File: src/rtl/cpu_bus_pkg.sv
// Shared types and constants for the local CPU register bus master.
package cpu_bus_pkg;

    localparam int CPU_DATA_W = 32;
    localparam int STAT_W     = 16;

    typedef enum logic [2:0] {
        IDLE   = 3'd0,
        SETUP  = 3'd1,
        STROBE = 3'd2,
        HOLD   = 3'd3,
        RESP   = 3'd4
    } state_t;

    function automatic int max3(int a, int b, int c);
        int m;
        m = (a > b) ? a : b;
        return (m > c) ? m : c;
    endfunction

endpackage

File: src/rtl/cpu_bus_master_if.sv
// Request/response channels plus the timed CPU register bus.
interface cpu_bus_master_if #(
    parameter int ADDR_WIDTH = 16
);
    import cpu_bus_pkg::*;

    logic                  req_vld;
    logic                  req_rdy;
    logic                  req_wr;
    logic [ADDR_WIDTH-1:0] req_addr;
    logic [CPU_DATA_W-1:0] req_wdata;
    logic                  rsp_vld;
    logic                  rsp_rdy;
    logic [CPU_DATA_W-1:0] rsp_rdata;
    logic [ADDR_WIDTH-1:0] cpu_addr;
    logic                  cpu_rd;
    logic                  cpu_rd_dly1;
    logic                  cpu_wr;
    logic [CPU_DATA_W-1:0] cpu_data_out;
    logic [CPU_DATA_W-1:0] cpu_data_in;

    modport master (
        input  req_vld, req_wr, req_addr, req_wdata,
        output req_rdy,
        output rsp_vld, rsp_rdata,
        input  rsp_rdy,
        output cpu_addr, cpu_rd, cpu_rd_dly1, cpu_wr, cpu_data_out,
        input  cpu_data_in
    );

    modport slave (
        output req_vld, req_wr, req_addr, req_wdata,
        input  req_rdy,
        input  rsp_vld, rsp_rdata,
        output rsp_rdy,
        input  cpu_addr, cpu_rd, cpu_rd_dly1, cpu_wr, cpu_data_out,
        output cpu_data_in
    );

endinterface

File: src/rtl/cpu_bus_sat_cnt.sv
// Saturating event counter; sticks at all-ones until reset.
module cpu_bus_sat_cnt #(
    parameter int W = 16
) (
    input  logic         clks,
    input  logic         reset,
    input  logic         inc,
    output logic [W-1:0] cnt
);

    always_ff @(posedge clks) begin
        if (reset) begin
            cnt <= '0;
        end else if (inc && (cnt != {W{1'b1}})) begin
            cnt <= cnt + W'(1);
        end
    end

endmodule

File: src/rtl/cpu_bus_master.sv
// Turns valid/ready requests into SETUP/STROBE/HOLD bus cycles.
// Define CPU_MST_STAT_EN to add saturating read/write counters.
module cpu_bus_master
    import cpu_bus_pkg::*;
#(
    parameter int ADDR_WIDTH = 16,
    parameter int SETUP_CYC  = 1,
    parameter int STB_CYC    = 2,
    parameter int HOLD_CYC   = 1
) (
    input  logic              clks,
    input  logic              reset,
    cpu_bus_master_if.master  bus
`ifdef CPU_MST_STAT_EN
    ,
    output logic [STAT_W-1:0] stat_rd_cnt,
    output logic [STAT_W-1:0] stat_wr_cnt
`endif
);

    localparam int MAXC  = max3(SETUP_CYC, STB_CYC, HOLD_CYC);
    localparam int CNT_W = $clog2(MAXC + 1);

    localparam logic [CNT_W-1:0] S_LD = CNT_W'(SETUP_CYC - 1);
    localparam logic [CNT_W-1:0] W_LD = CNT_W'(STB_CYC - 1);
    localparam logic [CNT_W-1:0] H_LD = CNT_W'(HOLD_CYC - 1);

    if (SETUP_CYC < 1 || STB_CYC < 1 || HOLD_CYC < 1) begin : g_bad_param
        $error("cpu_bus_master: phase lengths must be >= 1");
    end

    state_t           state;
    logic [CNT_W-1:0] cnt;
    logic             wr_q;
    logic             last;
    logic             rsp_done;

    assign last     = (cnt == '0);
    assign rsp_done = bus.rsp_vld & bus.rsp_rdy;

    always_ff @(posedge clks) begin
        if (reset) begin
            state            <= IDLE;
            cnt              <= '0;
            wr_q             <= 1'b0;
            bus.req_rdy      <= 1'b0;
            bus.rsp_vld      <= 1'b0;
            bus.rsp_rdata    <= '0;
            bus.cpu_addr     <= '0;
            bus.cpu_rd       <= 1'b0;
            bus.cpu_rd_dly1  <= 1'b0;
            bus.cpu_wr       <= 1'b0;
            bus.cpu_data_out <= '0;
        end else begin
            bus.cpu_rd_dly1 <= bus.cpu_rd;
            unique case (state)
                IDLE: begin
                    bus.req_rdy <= 1'b1;
                    if (bus.req_vld && bus.req_rdy) begin
                        bus.req_rdy      <= 1'b0;
                        bus.cpu_addr     <= bus.req_addr;
                        bus.cpu_data_out <= bus.req_wdata;
                        bus.rsp_rdata    <= '0;
                        wr_q             <= bus.req_wr;
                        cnt              <= S_LD;
                        state            <= SETUP;
                    end
                end
                SETUP: begin
                    if (last) begin
                        bus.cpu_rd <= ~wr_q;
                        bus.cpu_wr <= wr_q;
                        cnt        <= W_LD;
                        state      <= STROBE;
                    end else begin
                        cnt <= cnt - CNT_W'(1);
                    end
                end
                STROBE: begin
                    if (last) begin
                        bus.cpu_rd <= 1'b0;
                        bus.cpu_wr <= 1'b0;
                        // responders drive data while cpu_rd is high
                        if (!wr_q) begin
                            bus.rsp_rdata <= bus.cpu_data_in;
                        end
                        cnt   <= H_LD;
                        state <= HOLD;
                    end else begin
                        cnt <= cnt - CNT_W'(1);
                    end
                end
                HOLD: begin
                    if (last) begin
                        bus.rsp_vld <= 1'b1;
                        state       <= RESP;
                    end else begin
                        cnt <= cnt - CNT_W'(1);
                    end
                end
                RESP: begin
                    if (rsp_done) begin
                        bus.rsp_vld <= 1'b0;
                        bus.req_rdy <= 1'b1;
                        state       <= IDLE;
                    end
                end
                default: begin
                    state <= IDLE;
                end
            endcase
        end
    end

`ifdef CPU_MST_STAT_EN
    cpu_bus_sat_cnt #(.W(STAT_W)) u_rd_cnt (
        .clks  (clks),
        .reset (reset),
        .inc   (rsp_done & ~wr_q),
        .cnt   (stat_rd_cnt)
    );

    cpu_bus_sat_cnt #(.W(STAT_W)) u_wr_cnt (
        .clks  (clks),
        .reset (reset),
        .inc   (rsp_done & wr_q),
        .cnt   (stat_wr_cnt)
    );
`endif

endmodule

File: src/flat_wrapper.sv
// flat-port wrapper written by rule: the top's interface ports become plain ports
module cpu_bus_master_flat import cpu_bus_pkg::*;
#(
    parameter int ADDR_WIDTH = 16,
    parameter int SETUP_CYC  = 1,
    parameter int STB_CYC    = 2,
    parameter int HOLD_CYC   = 1
)
  (clks, reset, bus_req_vld, bus_req_wr, bus_req_addr, bus_req_wdata, bus_req_rdy, bus_rsp_vld, bus_rsp_rdata, bus_rsp_rdy, bus_cpu_addr, bus_cpu_rd, bus_cpu_rd_dly1, bus_cpu_wr, bus_cpu_data_out, bus_cpu_data_in);
  cpu_bus_master_if #(.ADDR_WIDTH(ADDR_WIDTH)) bus_i ();
  input  logic clks;
  input  logic reset;
  input wire logic [$bits(bus_i.req_vld)-1:0] bus_req_vld;
  input wire logic [$bits(bus_i.req_wr)-1:0] bus_req_wr;
  input wire logic [$bits(bus_i.req_addr)-1:0] bus_req_addr;
  input wire logic [$bits(bus_i.req_wdata)-1:0] bus_req_wdata;
  output wire logic [$bits(bus_i.req_rdy)-1:0] bus_req_rdy;
  output wire logic [$bits(bus_i.rsp_vld)-1:0] bus_rsp_vld;
  output wire logic [$bits(bus_i.rsp_rdata)-1:0] bus_rsp_rdata;
  input wire logic [$bits(bus_i.rsp_rdy)-1:0] bus_rsp_rdy;
  output wire logic [$bits(bus_i.cpu_addr)-1:0] bus_cpu_addr;
  output wire logic [$bits(bus_i.cpu_rd)-1:0] bus_cpu_rd;
  output wire logic [$bits(bus_i.cpu_rd_dly1)-1:0] bus_cpu_rd_dly1;
  output wire logic [$bits(bus_i.cpu_wr)-1:0] bus_cpu_wr;
  output wire logic [$bits(bus_i.cpu_data_out)-1:0] bus_cpu_data_out;
  input wire logic [$bits(bus_i.cpu_data_in)-1:0] bus_cpu_data_in;
  assign bus_i.req_vld = bus_req_vld;
  assign bus_i.req_wr = bus_req_wr;
  assign bus_i.req_addr = bus_req_addr;
  assign bus_i.req_wdata = bus_req_wdata;
  assign bus_req_rdy = bus_i.req_rdy;
  assign bus_rsp_vld = bus_i.rsp_vld;
  assign bus_rsp_rdata = bus_i.rsp_rdata;
  assign bus_i.rsp_rdy = bus_rsp_rdy;
  assign bus_cpu_addr = bus_i.cpu_addr;
  assign bus_cpu_rd = bus_i.cpu_rd;
  assign bus_cpu_rd_dly1 = bus_i.cpu_rd_dly1;
  assign bus_cpu_wr = bus_i.cpu_wr;
  assign bus_cpu_data_out = bus_i.cpu_data_out;
  assign bus_i.cpu_data_in = bus_cpu_data_in;
  cpu_bus_master #(.ADDR_WIDTH(ADDR_WIDTH), .SETUP_CYC(SETUP_CYC), .STB_CYC(STB_CYC), .HOLD_CYC(HOLD_CYC)) u_core (.clks(clks), .reset(reset), .bus(bus_i));
endmodule
File: config.mk
export PLATFORM = sky130hd
export DESIGN_NAME = cpu_bus_master_flat
export DESIGN_NICKNAME = d
export VERILOG_FILES = /design/src/rtl/cpu_bus_pkg.sv /design/src/rtl/cpu_bus_master_if.sv /design/src/rtl/cpu_bus_sat_cnt.sv /design/src/rtl/cpu_bus_master.sv /design/src/flat_wrapper.sv
export SDC_FILE = /design/constraint.sdc
export NUM_CORES = 1
export LEC_CHECK = 0
export BUFFER_PORTS_ARGS = -buffer_cell sky130_fd_sc_hd__buf_2
export CORE_ASPECT_RATIO = 1.75
export CORE_MARGIN = 1.5
export CORE_UTILIZATION = 51
export CTS_CLUSTER_DIAMETER = 60
export DETAILED_ROUTE_END_ITERATION = 8
export PLACE_DENSITY = 0.84
export SLEW_MARGIN = 20
export SYNTH_ARGS = -nofsm -noshare
export SYNTH_HDL_FRONTEND = slang
export SYNTH_SLANG_ARGS = --single-unit
File: constraint.sdc
create_clock -name clks -period 4.5 [get_ports clks]
set_input_delay 0.45 -clock clks [delete_from_list [all_inputs] [get_ports clks]]
set_output_delay 0.45 -clock clks [all_outputs]
set_load 0.01 [all_outputs]
==> results.toml <==
[clock_tree]
cts-root-buf = "clkbuf_16"
clock_path_buffers = 2
post_cts_resized = 0
clk_pin_slew_ns = 0.07
numCtsBuffers = 9
hold_buffers = 0
clock_latency_ns = 0.34
htree_levels = 3
postCtsSetupBuffers = 0
cts_tree = "built"
clock_sinks = 91

[layout]
regArea_mm2 = 0.00182
stdcell_count = 668
postLayoutCellArea_mm2 = 0.00513
antennaDiodeCount = 0
multi_input_area_mm2 = 0.00185
syn_to_final_growth_pct = 28.8
fillers = 598
fin_nets = 664
drive_gt1_share_pct = 39.3

[routing]
routed_via_density = 5.55
drt_iter0_drc = 165
drc = 0
drt_pass1_iterations = 4
wl_per_cell_um = 14.4
wl_mm = 9.65
antenna_left = 0
vias = 3710

[global_route]
grt_pass1_wl_mm = 16.1
track_usage_pct = 23.0
grt_pass1_vias = 3777
grt_max_degree = 125
grt_overflow = 0
antenna_found_initial = 0

[hold_path]
hold_path_class = "primary input to register"
hold_depth = 3
worstHoldStart = "bus_req_wdata[28]"
worstHoldEndpoint = "u_core.bus.cpu_data_out[28]"

[timing]
worst_slack_ns = 2.10
finClkSkew_ns = 0.00799
fmax_ghz = 0.417
relSlewSlack_pct = 34.5
rsz0062_at_grt = "false"
finalHoldViolations = 0
fin_tns_setup_ns = 0
finalCritPeriodShare_pct = 53.3
period_minus_slack_ns = 2.40
slew_violations = 0
finalSetupViolCount = 0
whs_ns = 0.358
tightestPinTransition_ns = 0.981

[placed_design]
numPlacedInstances = 652
io_buffers = 169
post-place-ws_ns = 2.08
gp_congestion = 0.793
dpl.hpwl_mm = 6.50
placed_area_mm2 = 0.00481

[synth]
ys_seq_area_share_pct = 45.7
synth_edf_count = 0
synthFlopType = "dfxtp_1"
synth_area_leaders = "dfxtp_1 46%, o32ai_2 13%, a21oi_1 6.9%, nand3_1 6.1%, o21ai_0 6.1%"
synth_cell_types = 36
syn-cell-area_mm2 = 0.00399
async_flop_share_pct = 0
avgSynthCellArea_um2 = 9.17
synth_top_area_share_pct = 45.7
syn_nets = 524
synth_largest_area_cell = "dfxtp_1"
ys_seq_elements = 91
yosys_warnings = 0
syn_inst = 435

[worst_setup_path]
criticalPathCategory = "register to register"
r2r-start = "u_core.state[1]"
worstPathRequired_ns = 4.74
crit_fanout = 32
cp-startpoint = "u_core.state[1]"
worst_setup_path_start_kind = "register"
rrSetupSlack_ns = 2.10
rr_endpoint = "u_core.bus.rsp_rdata[1]"
r2r_cells = 3
worstSetupEndpointType = "register"
arrival_ns = 2.63

[power]
vdd_drop_max_uv = 447
pwr_density_cell_mw_per_mm2 = 553
p_leak_nw = 2.32

[floorplanning]
ios = 170
fp.dieH_um = 120
start_util_pct = 52.7
die_w_um = 69.8
rows = 42
dieArea_mm2 = 0.00838
core_mm2 = 0.00757

[job]
max-cap-violations = 0

[outcome]
status = "finished, final reports clean"
## worst max path at each step
stage,to,slack [ns],cells past startpoint
2_1_floorplan,u_core.bus.rsp_rdata[15],2.85,5
3_3_place_gp,u_core.bus.rsp_rdata[10],2.18,3
3_5_place_dp,u_core.bus.rsp_rdata[9],2.08,3
4_1_cts,u_core.bus.rsp_rdata[9],2.08,3
5_1_grt,u_core.bus.rsp_rdata[10],1.96,3
6_report,u_core.bus.rsp_rdata[1],2.10,3
## sequential cells by signal, indices dropped and copies added (netlist names), 2 cells and up
register                 flops
u_core.bus.cpu_addr         16
u_core.bus.cpu_data_out     32
u_core.bus.rsp_rdata        32
u_core.cnt                   2
u_core.state                 3
## critical path, cell delays in order (launching register included)
cell and delay (ns):
dfxtp_1 0.63, or3b_1 0.48, or3_2 0.83, o32ai_2 0.35
## cells in the mapped netlist, drive strengths merged (2+ instances only)
master   n
a211oi   3
a21oi   55
and3b    2
buf      8
clkbuf  37
dfxtp   91
ha       4
inv     36
mux2i    2
nand2    3
nand2b  36
nand3   49
nand3b   4
nor2     3
nor3     2
o21ai   50
o32ai   34
or3      2
or3b     3
## final cells by class
| type | count | area share (%) |
|---|---|---|
| clock buffers | 9 | 4.39 |
| well taps | 88 | 2.14 |
| repair buffers | 174 | 17.3 |
| clock inverters | 7 | 1.92 |
| flip-flops and latches | 91 | 35.5 |
| inverters | 37 | 2.70 |
| multi-input cells | 262 | 36.0 |
## stage by stage
| stage | total power, mW | util (%) |
|---|---|---|
| after global routing | 3.00 | 67.9 |
| after CTS | 2.87 | 67.8 |
| final | 2.84 | 67.9 |
| after detailed placement | 2.06 | 63.5 |
| after global placement | 2.02 | 63.5 |
| after floorplan | 1.78 | - |
## cell usage in the layout (no fill, tap or decap), drive strengths merged
master	n
clkinvlp	1
nor4bb	1
and3b	2
a21oi	55
a21bo	1
or2	1
a211oi	3
nand2	3
buf	174
a31oi	1
nand3b	4
or3b	3
o32ai	34
clkbuf	9
or3	2
bufinv	2
nand2b	36
mux2i	2
inv	38
nand3	49
nor3b	1
o31ai	1
o21ai	50
dfxtp	91
nand4bb	1
and3	1
nor3	2
ha	4
nor2	3
o21ba	1
a311o	1
clkinv	3
## layer usage
metal	part of all wire [%]	vias up	track usage [%]
li1	-	1811	-
met1	39	1733	24.4
met2	52	157	42.2
met3	7.7	9	6.47
met4	1.2	0	9.01
met5	0	-	0
## where the power goes
part           switching, mW  total (mW)  internal, mW
sequential             0.114        1.08         0.966
combinational          0.562       0.960         0.398
clock                  0.311       0.801         0.490
total                  0.987        2.84          1.85
## logic make-up (layout without fill, tap and decap cells)
family / Yosys count / after routing / share of synthesized area, %
mux: 2 / 2 / 0.502
compound gates: 147 / 147 / 28.1
buf+inv: 82 / 227 / 8.60
flops: 91 / 91 / 45.7
fa+ha+maj: 4 / 4 / 1.26
simple gates: 109 / 109 / 15.8
Power figures use the tool's default switching activity.
